[src/rtl/avmm_sum_reader.sv]
// avmm_sum_reader: Avalon-MM read initiator that streams a block of 32-bit words
// from SDRAM and accumulates their wrapping 32-bit sum. The CPU programs it
// through a small CSR slave. Reads of the result stall until the block is done.
//
// Ports:
//   clk_i                  system clock, rising edge
//   rst_i                  synchronous active-high reset
//   slave_address_i [1:0]  CSR word: 0 start/result, 1 source byte address, 2 word count
//   slave_read_i           CSR read request
//   slave_write_i          CSR write request
//   slave_writedata_i      CSR write data
//   slave_readdata_o       CSR read data (combinational, 0 when no read)
//   slave_waitrequest_o    stalls any CSR access while a run is in progress
//   master_address_o       word-aligned byte address of the current read
//   master_read_o          read request
//   master_readdata_i      returned word
//   master_readdatavalid_i master_readdata_i valid this cycle
//   master_waitrequest_i   slave not accepting the current read
module avmm_sum_reader #(
  parameter int unsigned MaxOutstanding = 4  // 1..15
) (
  input  logic        clk_i,
  input  logic        rst_i,
  input  logic [1:0]  slave_address_i,
  input  logic        slave_read_i,
  input  logic        slave_write_i,
  input  logic [31:0] slave_writedata_i,
  output logic [31:0] slave_readdata_o,
  output logic        slave_waitrequest_o,
  output logic [31:0] master_address_o,
  output logic        master_read_o,
  input  logic [31:0] master_readdata_i,
  input  logic        master_readdatavalid_i,
  input  logic        master_waitrequest_i
);

  localparam int unsigned OutW = 4;

  typedef enum logic [1:0] {
    StIdle,
    StIssue,
    StDrain
  } state_e;

  state_e            state_q, state_d;
  logic [31:0]       src_q, src_d;
  logic [31:0]       count_q, count_d;
  logic [31:0]       sum_q, sum_d;
  logic [31:0]       issued_q, issued_d;
  logic [31:0]       received_q, received_d;
  logic [OutW-1:0]   out_q, out_d;

  logic busy;
  logic can_issue;
  logic accept;
  logic ret;

  assign busy      = (state_q != StIdle);
  assign can_issue = (state_q == StIssue) && (out_q < OutW'(MaxOutstanding));
  assign accept    = can_issue && !master_waitrequest_i;
  // Returns only count while a run is active; stray pulses in idle are dropped.
  assign ret       = busy && master_readdatavalid_i;

  // Address only advances on acceptance, so it is held while the slave stalls.
  assign master_read_o       = can_issue;
  assign master_address_o    = src_q + {issued_q[29:0], 2'b00};
  assign slave_waitrequest_o = busy && (slave_read_i || slave_write_i);

  always_comb begin
    slave_readdata_o = 32'h0;
    if (slave_read_i && !busy) begin
      case (slave_address_i)
        2'd0:    slave_readdata_o = sum_q;
        2'd1:    slave_readdata_o = src_q;
        2'd2:    slave_readdata_o = count_q;
        default: slave_readdata_o = 32'h0;
      endcase
    end
  end

  always_comb begin
    state_d    = state_q;
    src_d      = src_q;
    count_d    = count_q;
    sum_d      = sum_q;
    issued_d   = issued_q;
    received_d = received_q;
    out_d      = out_q;

    unique case (state_q)
      StIdle: begin
        if (slave_write_i) begin
          case (slave_address_i)
            2'd0: begin
              sum_d      = 32'h0;
              issued_d   = 32'h0;
              received_d = 32'h0;
              out_d      = '0;
              // An empty block completes immediately without touching the bus.
              if (count_q != 32'h0) state_d = StIssue;
            end
            2'd1:    src_d   = {slave_writedata_i[31:2], 2'b00};
            2'd2:    count_d = slave_writedata_i;
            default: ;
          endcase
        end
      end

      StIssue, StDrain: begin
        if (accept) issued_d = issued_q + 32'd1;
        if (ret) begin
          sum_d      = sum_q + master_readdata_i;
          received_d = received_q + 32'd1;
        end
        // Accept and return in the same cycle leave the count unchanged.
        out_d = out_q + {{(OutW-1){1'b0}}, accept} - {{(OutW-1){1'b0}}, ret};

        if ((state_q == StIssue) && accept && (issued_d == count_q)) state_d = StDrain;
        if ((state_q == StDrain) && (received_d == count_q)) state_d = StIdle;
      end

      default: state_d = StIdle;
    endcase
  end

  always_ff @(posedge clk_i) begin
    if (rst_i) begin
      state_q    <= StIdle;
      src_q      <= 32'h0;
      count_q    <= 32'h0;
      sum_q      <= 32'h0;
      issued_q   <= 32'h0;
      received_q <= 32'h0;
      out_q      <= '0;
    end else begin
      state_q    <= state_d;
      src_q      <= src_d;
      count_q    <= count_d;
      sum_q      <= sum_d;
      issued_q   <= issued_d;
      received_q <= received_d;
      out_q      <= out_d;
    end
  end

endmodule

[config.mk]
export PLATFORM = sky130hd
export DESIGN_NAME = avmm_sum_reader
export DESIGN_NICKNAME = d
export VERILOG_FILES = /design/src/rtl/avmm_sum_reader.sv
export SDC_FILE = /design/constraint.sdc
export NUM_CORES = 1
export LEC_CHECK = 0
export CAP_MARGIN = 20
export CELL_PAD_IN_SITES_DETAIL_PLACEMENT = 0
export CELL_PAD_IN_SITES_GLOBAL_PLACEMENT = 1
export CORE_MARGIN = 1.5
export CORE_UTILIZATION = 40
export DETAILED_ROUTE_END_ITERATION = 12
export PLACE_DENSITY_LB_ADDON = 0.1
export SLEW_MARGIN = 20
export SYNTH_ARGS = -nofsm -noshare
export SYNTH_HDL_FRONTEND = slang
export SYNTH_SLANG_ARGS = --single-unit
export TNS_END_PERCENT = 50
[constraint.sdc]
create_clock -name clk_i -period 5 [get_ports clk_i]
set_input_delay 0.75 -clock clk_i [delete_from_list [all_inputs] [get_ports clk_i]]
set_output_delay 0.75 -clock clk_i [all_outputs]
set_load 0.005 [all_outputs]
==> impl.org, run 1 <==
** Setup path
- The critical path crosses 13 cells after its start point.
- The worst register-to-register path has a setup slack of 1.16 ns.
- Crit path launch type :: flip-flop
- Cell breakdown of the critical path :: ha_1 > a2111oi_0 > o21ai_1 > a41oi_2 > o22ai_2 > a221oi_2 > buf_4 > o31ai_2 > a41oi_2 > o21ai_1 > mux2_2 > a211oi_1 > clkdlybuf4s50_1
- Following the worst setup path forward leads to its endpoint at master_address_o[31].
- Data on the critical path is required at its endpoint by 4.25 ns.
- Crit-path leading delay family :: compound AO/OA/AOI/OAI gates
- Worst path bufs/invs :: 2
- Largest driver fanout on the critical path :: 4
- Critical register-to-register path endpoint :: state_q[1]$_SDFFE_PP0P_
- Critical Path Source :: src_q[8]$_SDFFE_PP0P_
- Cell count of the worst reg-to-reg path :: 12
- Endpoint arrival time on the critical path :: 4.03 ns
- The worst setup path is captured at an output port.
- Crit Path Class :: reg -> out
- For this design, the slowest cell found on the critical path is clkdlybuf4s50_1.
- The worst register-to-register path begins at state_q[0]$_SDFFE_PP0P_.
- The largest single stage delay on the critical path is 0.55 ns.

** Synth
- In this run, distinct cell masters in the synthesized netlist total 76.
- Most common cell in the synthesized netlist :: nand2_1
- Number of enable-type register cells in the synthesized netlist :: 0
- Cell types with the highest counts after synthesis :: 278 x nand2_1, 216 x a21oi_1, 212 x nor2_1, 164 x dfxtp_1
- Yosys top cell area share :: 25.2%
- For this run, the number of Yosys warnings is 0.
- The cell area that synthesis handed to floorplanning was 13000 um^2.
- The cell count after synthesis came out at 1825.
- The average instance in the mapped netlist occupies 7.13 um^2.
- By area the synthesized netlist is led by dfxtp_1 25%, a21oi_1 8.3%, nand2_1 8.0%, ha_1 6.8%, nor2_1 6.1%.
- In the synthesized netlist the dominant register cell turns out to be dfxtp_1.
- Seq/Total Area, Yosys :: 25.2%
- After synthesis, the share of flip-flops with an asynchronous set or reset is 0%.
- dfxtp_1 takes more of the synthesized area than any other cell.
- Total of flip-flops plus latches after synthesis :: 164

** GRT
- Wire length of the first global-routing pass :: 72.5 mm
- Met3 Use GR :: 3.32%
- Met1 Track Usage GR :: 38.4%
- Initial antenna violation count :: 0
- For this run, global-route usage on met2 was measured as 45.2%.
- Global-route congestion overflow total :: 0
- Global routing consumed, over all layers together, 27.8% of the routing resources.
- Largest net degree at the start of global routing :: 84
- Peak-usage layer in the global routing report :: met2
- The number of global-route vias before repair was 12700.

** Timing
- Final period util :: 95.6%
- Final setup slack of the worst path :: 0.221 ns
- Number of endpoints failing setup at the final stage :: 0
- In this run the tightest slew margin relative to its limit is 31.8%.
- Slew of the pin with the lowest slew margin :: 1.02 ns
- Final number of hold-violating endpoints :: 0
- Timing would allow up to 209 MHz.
- Setup clock skew after layout :: 0.0108 ns
- The worst path needs 4.78 ns of the cycle, external delays included.
- Final-report max-slew violation count :: 0
- Summed over all failing endpoints, the final setup total negative slack is 0 ns.

** Place
- Placement-stage cell area :: 14700 um^2
- Number of I/O port buffers :: 135
- Once detailed placement completed, the half-perimeter wirelength came to 35.0 mm.
- At the end of routability-driven placement, the weighted congestion stood at 0.900.
- Worst-case setup slack after placement :: 0.224 ns

** Pwr
- Dividing total power by cell area gives a power density of 260 nW/um^2.
- Combinational logic burns 31.8% of the power.
- In this run, the clock network consumes 32.4% of the power.
- Switching component of the power :: 1530 uW
- Standby leakage power :: 0.00578 uW
- Across the VDD grid, the largest voltage drop is 0.251 mV.
- Sequential power share :: 35.7%
- In this run switching power makes up 38.2% of total power.
- Cell Int Power :: 2460 uW
- Total power :: 3990 uW

** Routing
- Count of vias placed by the detailed router :: 13500
- Drc violations :: 0
- Routed WL :: 46.7 mm
- Number of violations reported at the end of detailed-routing iteration 0 :: 1101
- Mean number of vias per cell :: 5.72
- The detail route stage leaves a number of antenna-violating nets equal to 0.
- Before antenna repair, the detailed router went through 5 iterations.
- Average wire per cell in the routed design :: 19.8 um

** Job
- Maxcap violations :: 0

** Final layout
- 0 antenna diodes ended up in the layout.
- After routing the design area is 15400 um^2.
- Layout overhead on the synthesized area :: 18.2%
- The filler cells instantiated in the layout total 3255.
- Final layout net count :: 2052
- The multi-input combinational cells in the finished layout cover a total of 9160 um^2.
- The sequential cells in the finished layout cover a total of 3280 um^2.
- Fraction of final layout cells sized beyond drive strength 1 :: 5.73%

** Floorplanning
- The core region is 31800 um^2.
- 138 I/O pins were placed.
- The floorplan has 65 rows.
- Die area :: 33600 um^2
- Overall die height :: 183 um
- Initial cell density of the core :: 40.9%
- Die X :: 183 um

** Clock tree
- CTS clock-pin slew for the worst setup and hold paths :: 0.07 ns
- H-tree levels :: 4
- Cts-stage hold buffer count :: 0
- The later pin in the worst-skew pair is clocked with a latency of 0.44 ns.
- CTS tree :: done
- CTS placed an instance of clkbuf_16 at the clock tree root.
- The number of clock buffers added by TritonCTS is 17.
- CTS saw 164 sinks.
- Largest buffer count on any clock path :: 2

** Run status
- Run status :: finished, final reports clean

** Hold path
- Type of the most critical hold path :: reg -> reg
## worst min-delay path by stage
stage	startpoint	end	slack [ns]	cells past startpoint
after CTS	out_q[0]$_SDFFE_PP0P_	out_q[0]$_SDFFE_PP0P_	0.46	2
after floorplan	out_q[2]$_SDFFE_PP0P_	out_q[2]$_SDFFE_PP0P_	0.43	2
after global routing	out_q[0]$_SDFFE_PP0P_	out_q[0]$_SDFFE_PP0P_	0.48	2
after detailed placement	out_q[0]$_SDFFE_PP0P_	out_q[0]$_SDFFE_PP0P_	0.45	2
final	out_q[2]$_SDFFE_PP0P_	out_q[2]$_SDFFE_PP0P_	0.46	2
after global placement	out_q[2]$_SDFFE_PP0P_	out_q[2]$_SDFFE_PP0P_	0.44	2
## area by class of cell
class                      instances  share of cell area, %
inverter                          48                   1.17
sequential                       164                   21.4
clock buffer                      18                   2.86
clock inverter                    14                  0.757
timing repair buffer             175                   10.7
multi-input combinational       1500                   59.6
tap                              435                   3.54
## state kept, by name, indices dropped and copies added, names as in the netlist
name	flops
count_q	32
out_q	4
src_q	30
issued_q	32
sum_q	32
received_q	32
state_q	2
## tightest hold or removal path, stage by stage, from the launching register on
cell	delay, ns
dfxtp_1	0.31
nand2_1	0.05
a21oi_1	0.05
## per-stage QoR
step / hold WS (ns) / std cells / utilization [%]
finish: 0.458 / 2354 / 48.3
CTS: 0.462 / 2353 / 48.1
global placement: 0.441 / 2320 / 46.3
detailed placement: 0.451 / 2320 / 46.3
floorplan: 0.432 / 1826 / -
global route: 0.476 / 2354 / 48.3
## what timing repair did
action	CTS	global route
setup buffers	1	1
setup endpoints to repair	1	7
gates resized for setup	2	11
gates cloned	0	0
pin swaps	1	3
## power groups by stage
stage | Clock (uW) | Sequential [uW] | Combinational, uW
6_report | 1290 | 1430 | 1270
5_1_grt | 1380 | 1430 | 1390
4_1_cts | 1320 | 1430 | 1250
3_5_place_dp | 0 | 1460 | 1250
3_3_place_gp | 0 | 1450 | 1230
2_1_floorplan | 0 | 1410 | 806
## cell usage in the layout (no fill, tap or decap), types with 14 or more instances in the layout
master	count
buf_4	41
a21o_1	29
a21oi_1	214
o21a_1	14
inv_1	48
clkdlybuf4s50_1	133
nand3_1	54
or3_1	22
nor2_1	212
nor4_1	24
clkbuf_16	17
dfxtp_1	164
xnor2_1	88
a22oi_1	17
mux2i_1	44
nand4_1	30
nor3_1	66
nand2_1	278
and4_1	14
o21ai_0	62
nor2b_1	16
xor2_1	41
ha_1	70
## layer usage
layer	routed length (um)	vias to the layer above
met3	2070	55
met1	22100	6388
li1	-	6634
met5	0	-
met2	21300	388
met4	1170	0
## cell families after synthesis
logic type               after synthesis  share of synthesized area [%]
AO/OA/AOI/OAI                        441                           20.5
XOR/XNOR                             129                           8.69
adder cells (fa/ha/maj)               74                           7.29
buffers and inverters                162                           4.89
flip-flops                           164                           25.2
multiplexers                          48                           3.73
other                                  1                         0.0288
AND/OR/NAND/NOR                      806                           29.6
Note: power is estimated with default switching activity, not from simulation.
==> run 2: changes to the inputs <==
- ABC_CLOCK_PERIOD_IN_PS: not set -> 5000
==> results of run 2 <==
Final layout, timing and power as in run 1 (identical DEF).
